File: src/rtl/itype_mc_ctrl.sv
// Multi-cycle control FSM for the I-type datapath (OP-IMM and LOAD), with memory handshake timeouts.
// Optional macro ITYPE_CTRL_RETIRE_CNT_EN adds a 32-bit retired-instruction counter.
module itype_mc_ctrl #(
  parameter int unsigned MEM_TIMEOUT = 255
) (
  input  logic        clk,
  input  logic        rst,
  input  logic [31:0] instr_in,
  output logic        instr_req,
  input  logic        instr_ack,
  output logic        ir_we,
  output logic        pc_we,
  output logic        alu_src_b,
  output logic [3:0]  alu_op,
  output logic        dmem_req,
  input  logic        dmem_ack,
  output logic [2:0]  load_f3,
  output logic        reg_we,
  output logic        wb_sel,
  output logic        illegal,
  output logic        bus_err,
  output logic [2:0]  state_dbg,
  output logic [31:0] retire_cnt
);
  typedef enum logic [2:0] {
    FETCH  = 3'd0,
    DECODE = 3'd1,
    EXEC   = 3'd2,
    MEM    = 3'd3,
    WB     = 3'd4,
    TRAP   = 3'd5
  } state_t;

  localparam logic [6:0]  OP_IMM  = 7'b0010011;
  localparam logic [6:0]  OP_LOAD = 7'b0000011;
  localparam logic [15:0] TO_LAST = 16'(MEM_TIMEOUT - 1);

  state_t      state, state_n;
  logic [15:0] to_cnt;
  logic [6:0]  opcode_q, f7_q;
  logic [2:0]  f3_q;
  logic [4:0]  rd_q;
  logic        legal, is_load, fetch_acc;

  // Only opcode/rd/funct3/funct7 matter to control; rs1 and imm go straight to the datapath.
  logic unused_instr_bits;
  assign unused_instr_bits = ^instr_in[24:15];

  assign is_load   = (opcode_q == OP_LOAD);
  assign fetch_acc = (state == FETCH) && instr_ack;

  always_comb begin
    legal = 1'b0;
    case (opcode_q)
      OP_IMM: begin
        if (f3_q == 3'b001)      legal = (f7_q == 7'd0);
        else if (f3_q == 3'b101) legal = (f7_q == 7'd0) || (f7_q == 7'b0100000);
        else                     legal = 1'b1;
      end
      OP_LOAD: legal = !(f3_q inside {3'b011, 3'b110, 3'b111});
      default: legal = 1'b0;
    endcase
  end

  always_ff @(posedge clk) begin
    if (rst) state <= FETCH;
    else     state <= state_n;
  end

  always_ff @(posedge clk) begin
    if (rst) begin
      opcode_q <= '0;
      f3_q     <= '0;
      f7_q     <= '0;
      rd_q     <= '0;
    end else if (fetch_acc) begin
      opcode_q <= instr_in[6:0];
      rd_q     <= instr_in[11:7];
      f3_q     <= instr_in[14:12];
      f7_q     <= instr_in[31:25];
    end
  end

  // Wait counter restarts whenever a handshake state is freshly entered.
  always_ff @(posedge clk) begin
    if (rst)
      to_cnt <= '0;
    else if ((state_n != state) && (state_n == FETCH || state_n == MEM))
      to_cnt <= '0;
    else if ((state == FETCH && !instr_ack) || (state == MEM && !dmem_ack))
      to_cnt <= to_cnt + 16'd1;
  end

  always_comb begin
    state_n   = state;
    instr_req = 1'b0;
    ir_we     = 1'b0;
    pc_we     = 1'b0;
    alu_src_b = 1'b0;
    alu_op    = 4'b0000;
    dmem_req  = 1'b0;
    reg_we    = 1'b0;
    wb_sel    = 1'b0;
    illegal   = 1'b0;
    bus_err   = 1'b0;
    load_f3   = f3_q;
    state_dbg = state;
    case (state)
      FETCH: begin
        instr_req = 1'b1;
        if (instr_ack) begin
          ir_we   = 1'b1;
          state_n = DECODE;
        end else if (to_cnt == TO_LAST) begin
          bus_err = 1'b1;
          state_n = TRAP;
        end
      end
      DECODE: begin
        if (legal) state_n = EXEC;
        else begin
          illegal = 1'b1;
          state_n = TRAP;
        end
      end
      EXEC:  state_n = is_load ? MEM : WB;
      MEM: begin
        dmem_req = 1'b1;
        if (dmem_ack) state_n = WB;
        else if (to_cnt == TO_LAST) begin
          bus_err = 1'b1;
          state_n = TRAP;
        end
      end
      WB: begin
        reg_we  = (rd_q != 5'd0);
        pc_we   = 1'b1;
        state_n = FETCH;
      end
      TRAP: begin
        pc_we   = 1'b1;
        state_n = FETCH;
      end
      default: state_n = FETCH;
    endcase
    // ALU controls held steady across EXEC..WB so the datapath sees no glitches mid-instruction.
    if (state == EXEC || state == MEM || state == WB) begin
      alu_src_b = 1'b1;
      alu_op    = is_load ? 4'b0000 : {f7_q[5], f3_q};
      wb_sel    = is_load;
    end
    if (rst) begin
      state_n   = FETCH;
      instr_req = 1'b0;
      ir_we     = 1'b0;
      pc_we     = 1'b0;
      alu_src_b = 1'b0;
      alu_op    = 4'b0000;
      dmem_req  = 1'b0;
      reg_we    = 1'b0;
      wb_sel    = 1'b0;
      illegal   = 1'b0;
      bus_err   = 1'b0;
      load_f3   = 3'b000;
      state_dbg = 3'b000;
    end
  end

`ifdef ITYPE_CTRL_RETIRE_CNT_EN
  logic [31:0] retire_q;
  always_ff @(posedge clk) begin
    if (rst)              retire_q <= '0;
    else if (state == WB) retire_q <= retire_q + 32'd1;
  end
  assign retire_cnt = rst ? 32'd0 : retire_q;
`else
  assign retire_cnt = 32'd0;
`endif

endmodule

File: config.mk
export PLATFORM = sky130hd
export DESIGN_NAME = itype_mc_ctrl
export DESIGN_NICKNAME = d
export VERILOG_FILES = /design/src/rtl/itype_mc_ctrl.sv
export SDC_FILE = /design/constraint.sdc
export NUM_CORES = 1
export LEC_CHECK = 0
export BUFFER_PORTS_ARGS = -buffer_cell sky130_fd_sc_hd__buf_2
export CORE_ASPECT_RATIO = 1.1
export CORE_MARGIN = 3
export CORE_UTILIZATION = 30
export DETAILED_ROUTE_END_ITERATION = 16
export SLEW_MARGIN = 25
export SYNTH_ARGS = -nofsm -noshare
export SYNTH_HDL_FRONTEND = slang
export SYNTH_SLANG_ARGS = --single-unit
File: constraint.sdc
create_clock -name clk -period 6.2 [get_ports clk]
set_input_delay 1.86 -clock clk [delete_from_list [all_inputs] [get_ports clk]]
set_output_delay 1.86 -clock clk [all_outputs]
set_load 0.03 [all_outputs]
==> summary.md, run 1 <==
| Metric | Value |
|---|---|
| Status | `finished clean` |
| Max_slew headroom | `34.9%` |
| Clock share of power | `25.7%` |
| Synth Area per Inst | `7.83 sq um` |
| Inserted Clock Buffers | `5` |
| Syn Inst Count | `313` |
| Gpl congestion | `0.739` |
| Syn-to-layout area delta | `11.9%` |
| CP arrival | `3280 ps` |
| Final ANT Viol Nets | `0` |
| Int Power | `0.000512 W` |
| Drt first pass iters | `4` |
| Detailed Place HPWL | `4080 microns` |
| Hold Vio Cnt, Final | `0` |
| Pwr dens | `307 nW/um^2` |
| Synth cell types | `50` |
| Area leader, netlist | `dfxtp_1` |
| Full die area | `9300 sq um` |
| Leakage power | `1.11 nW` |
| Max-Cap Viols | `0` |
| FP Rows | `33` |
| CP Capture Type | `output port` |
| Clk buf depth | `2` |
| H-Tree Depth | `2` |
| Setup Viol. Count Final | `0` |
| Root Buffer | `clkbuf_8` |
| Total gr overflow | `0` |
| Net Sw Power | `0.000329 W` |
| Unrepaired setup endpoints after global routing | `false` |
| First-pass GRT wire length | `9340 microns` |
| FMAX | `194 MHz` |
| Buf/Inv on CP | `2` |
| Post-cts repair resize count | `0` |
| WS Path Type | `in2out` |
| Starting Density | `31.9%` |
| Synth top area share | `33.5%` |
| Vias in the first global route | `2025` |
| Met1 wire length | `2680 microns` |
| Worst setup SP type | `input pin` |
| Combinational share of power | `34.7%` |
| Critical path's top delay family | `simple AND/OR/NAND/NOR gates` |
| Initial antenna violation count | `0` |
| Share of power burned in registers | `39.6%` |
| Metal2 WL | `2630 microns` |
| Final worst-path cycle share | `82.9%` |
| DR top layer | `met4` |
| DR vias | `2140` |
| Via density per instance | `4.69` |
| Drt initial violations | `146` |
| Hold-fix buffers at CTS | `0` |
| Least-Margin Pin Slew | `969 ps` |
| Synth Flop Type | `dfxtp_1` |
| Nets | `388` |
| Die height | `101 microns` |
| Crit path top cell by count | `buf_2` |
| Share of layout cells above drive strength 1 | `17.7%` |
| I/O pins | `87` |
| Number of synthesized register bits | `41` |
| Min-Delay Path Class | `reg2reg` |
| Slowest cell delay on critical path | `700 ps` |
| Final period demand of the worst path | `5140 ps` |
| Asr flop ratio synth | `0%` |
| Buffers added on ports | `44` |
| Setup_tns | `0 ps` |
| Fill count | `838` |
| WL met3 | `336 microns` |
| Max Fanout on Critical Path | `6` |
| Overall Global Routing Usage | `12.4%` |
| Number of remaining DRC errors | `0` |
| CTS tree | `built` |
| Peak VDD IR | `115 uV` |
| CP max-delay cell | `nor4b_1` |
| YS warnings | `0` |
| Area of the multi-input gates | `1410 sq um` |
| N_diodes | `0` |
| Post-synthesis sequential area ratio | `33.5%` |
| Reg clk slew, reported paths | `80 ps` |
| Cell area after synthesis | `2450 sq um` |
| Largest net degree at the start of global routing | `32` |
| CTS Sinks | `41` |
| Largest cells by area after synthesis | `dfxtp_1, buf_4, nand2_1, a21oi_1, o22ai_1` |
| Worst path cell trace | `buf_2, nor4b_1, o21a_1, buf_2` |
| Routed len/inst | `12.6 microns` |
| Net Sw Frac | `39.1%` |
| Commonest cells in the netlist | `nand2_1, dfxtp_1, buf_4` |
| Count leader, synth | `nand2_1` |
| Worst path required time | `4340 ps` |
| Die Span X | `92.2 microns` |
| Sequential Area | `821 sq um` |
| Setup repair bufs after CTS | `0` |
| Final Routed Wirelength | `5720 microns` |
| Core Area | `7680 sq um` |
| Worst Clk Skew | `7.15 ps` |
| Worst slack at placement | `1060 ps` |
| Final Max Slew Viols | `0` |
| Clk Latency, worst-skew pair | `290 ps` |
| Post-synth EDFFs | `0` |
| Post-route worst setup slack | `1060 ps` |
[metrics by stage]
step | cells | hold slack (ps) | total power [W] | utilization [%] | area (sq um)
floorplan | 344 | 432 | 0.000581 | - | 2570
global placement | 448 | 445 | 0.000628 | 34.3 | 2630
detailed placement | 448 | 446 | 0.000632 | 34.3 | 2630
CTS | 456 | 458 | 0.000850 | 35.7 | 2740
global route | 456 | 476 | 0.000899 | 35.7 | 2740
finish | 456 | 456 | 0.000842 | 35.7 | 2740
[power by group through the flow]
stage                     Combinational (W)  Sequential [W]  Clock, W
after global placement             0.000290        0.000338         0
after floorplan                    0.000261        0.000319         0
after global routing               0.000323        0.000340  0.000235
after CTS                          0.000293        0.000333  0.000223
final                              0.000292        0.000333  0.000217
after detailed placement           0.000292        0.000339         0
[cells in the final DEF (no fill, tap or decap), types with 3 or more instances in the layout]
| master | Yosys | final |
|---|---|---|
| xor2_1 | 8 | 8 |
| nor4_1 | 8 | 8 |
| nor2_1 | 22 | 22 |
| a21oi_1 | 23 | 23 |
| nor3_1 | 4 | 4 |
| inv_1 | 4 | 4 |
| and4_1 | 4 | 4 |
| clkbuf_8 | 0 | 5 |
| buf_2 | 9 | 44 |
| nand2b_1 | 12 | 12 |
| nand2_1 | 50 | 50 |
| dfxtp_1 | 41 | 41 |
| o211ai_1 | 3 | 3 |
| conb_1 | 1 | 32 |
| o22ai_1 | 16 | 16 |
| o31a_1 | 5 | 5 |
| o2111ai_1 | 3 | 3 |
| and3_1 | 7 | 7 |
| o21a_1 | 3 | 3 |
| buf_4 | 32 | 5 |
| nor2b_1 | 6 | 6 |
| o21ai_0 | 9 | 9 |
[worst paths after layout]
check	cells after the start	slack, ps	startpoint	end
max	4	1060	rst	illegal
min	2	460	opcode_q[6]	opcode_q[6]
max reg2reg	7	3750	to_cnt[0]	to_cnt[1]
min reg2reg	2	460	opcode_q[6]	opcode_q[6]
[state kept, by name, summed over array words and instances (netlist names)]
signal and flops:
state 3, opcode_q 7, rd_q 5, f7_q 7, to_cnt 16, f3_q 3
[worst register-to-register path: cells and delay by family, from the launching register on]
kind / cells / cell delay, ps
compound gates: 2 / 330
flops: 1 / 340
simple gates: 3 / 1350
buf+inv: 1 / 90
fa+ha+maj: 1 / 170
[logic make-up (layout without fill, tap and decap cells)]
group | Yosys count | count (layout) | share of synthesized area, %
flops | 41 | 41 | 33.5
fa+ha+maj | 2 | 2 | 1.02
mux | 1 | 1 | 0.408
other cells | 1 | 32 | 0.153
xor+xnor | 9 | 9 | 3.21
simple gates | 131 | 131 | 27.6
compound gates | 74 | 74 | 19.9
buf+inv | 54 | 61 | 14.2
[layer usage]
layer	vias up	track usage [%]
met2	61	20.6
met4	0	4.57
met5	-	0
met1	966	15.8
met3	5	2.91
li1	1108	-
[area by class of cell]
cell class,count,area share (%)
Clock inverter,2,1.41
Tap cell,105,4.79
Inverter,4,0.547
Multi-Input combinational cell,249,51.3
Clock buffer,6,2.64
Sequential cell,41,29.9
Timing Repair Buffer,49,9.39
No activity file was read; power rests on OpenSTA's default activity.
==> inputs of run 2 (changes only) <==
Clock period 6.2 ns to 5.35 ns, I/O delays scaled along.
==> summary.md, run 2 (same netlist as run 1, synthesis figures left out) <==
| Metric | Value |
|---|---|
| Status | `finished clean` |
| Setup_tns | `0 ps` |
| Core Area | `7680 sq um` |
| Max reg flops | `16` |
| CTS tree | `built` |
| Clk buf depth | `2` |
| H-Tree Depth | `2` |
| Reg clk slew, reported paths | `80 ps` |
| Final Routed Wirelength | `5500 microns` |
| CP arrival | `3020 ps` |
| Setup repair bufs after CTS | `0` |
| Setup Viol. Count Final | `0` |
| Overall Global Routing Usage | `12.1%` |
| Die height | `101 microns` |
| Final ANT Viol Nets | `0` |
| Syn-to-layout area delta | `11.3%` |
| Via density per instance | `4.70` |
| Vias in the first global route | `2032` |
| Most common cell after layout, fill and taps aside | `nand2_1` |
| CP Capture Type | `output port` |
| Max Fanout on Critical Path | `6` |
| Hold-fix buffers at CTS | `0` |
| Clk Latency, worst-skew pair | `290 ps` |
| Routed len/inst | `12.1 microns` |
| Peak VDD IR | `123 uV` |
| Final Max Slew Viols | `0` |
| Initial antenna violation count | `0` |
| Starting Density | `31.9%` |
| Hold Vio Cnt, Final | `0` |
| Final worst-path cycle share | `86.4%` |
| CTS Sinks | `41` |
| Nets | `388` |
| Worst path required time | `3740 ps` |
| Share of layout cells above drive strength 1 | `17.9%` |
| Most frequent cells in the layout | `nand2_1, buf_2, dfxtp_1, conb_1, a21oi_1` |
| Unrepaired setup endpoints after global routing | `false` |
| Worst setup SP type | `input pin` |
| WS Path Type | `in2out` |
| Final period demand of the worst path | `4620 ps` |
| FP Rows | `33` |
| I/O pins | `87` |
| N_diodes | `0` |
| Largest Register | `to_cnt` |
| Min-Delay Path Class | `reg2reg` |
| FMAX | `216 MHz` |
| Drt first pass iters | `4` |
| Die Span X | `92.2 microns` |
| Largest net degree at the start of global routing | `32` |
| Worst Clk Skew | `2.48 ps` |
| Leakage power | `1.10 nW` |
| Regs by FF count | `to_cnt (16), f7_q (7), opcode_q (7)` |
| Gpl congestion | `0.750` |
| Post-cts repair resize count | `0` |
| First-pass GRT wire length | `9260 microns` |
| Buffers added on ports | `44` |
| Inserted Clock Buffers | `5` |
| Total gr overflow | `0` |
| Number of remaining DRC errors | `0` |
| Min Hold Slack | `456 ps` |
| Full die area | `9300 sq um` |
| Drt initial violations | `128` |
| Detailed Place HPWL | `3960 microns` |
| Max-Cap Viols | `0` |
| Least-Margin Pin Slew | `963 ps` |
| Max_slew headroom | `35.3%` |
| DR vias | `2142` |
| Final core occ | `35.5%` |
| Root Buffer | `clkbuf_8` |
| Fill count | `845` |
| Pwr dens | `343 nW/um^2` |
==> run 2: cell count changes in the layout (fill, tap and decap cells not counted) <==
cell / before / now
bufinv_16: 1 / 0
clkbuf_8: 5 / 6
clkinv_2: 0 / 1
clkbuf_1: 1 / 0
==> run 2: metal layers <==
metal	vias to the layer above	global-route usage (%)	routed length, microns
met2	52	20.9	2600
met4	0	3.77	59
met1	974	15.1	2570
li1	1110	-	-
met5	-	0	0
met3	6	2.46	278
==> run 2: power by group <==
part           internal, W  switching (W)  leakage, nW
clock network     0.000105       0.000111       0.0512
registers         0.000344      0.0000400        0.334
logic             0.000109       0.000226        0.717
==> run 2: final timing paths <==
path,from,endpoint,slack [ps],depth (start not counted)
setup reg to reg,to_cnt[0],to_cnt[1],2970,7
setup / recovery,rst,illegal,730,4
hold reg to reg,rd_q[0],rd_q[0],460,2
hold / removal,rd_q[0],rd_q[0],460,2
==> run 2: cell type report <==
class | count | area [sq um] | area share, %
clock inverters | 2 | 13.8 | 0.504
flip-flops and latches | 41 | 821 | 30.1
clock buffers | 6 | 82.6 | 3.03
inverters | 4 | 15.0 | 0.550
multi-input cells | 249 | 1410 | 51.6
well taps | 105 | 131 | 4.81
repair buffers | 49 | 258 | 9.45
==> run 2: critical path: stages <==
cell,delay (ps)
buf_2,140
nor4b_1,690
o21a_1,340
buf_2,250
==> run 2: stage by stage <==
stage	worst slack [ps]	area, sq um	total power [W]	instances
final	725	2730	0.000935	456
after global routing	636	2730	0.00100	456
after CTS	744	2730	0.000947	456
after detailed placement	751	2630	0.000731	448
after global placement	740	2630	0.000727	448
after floorplan	51.3	2570	0.000673	344
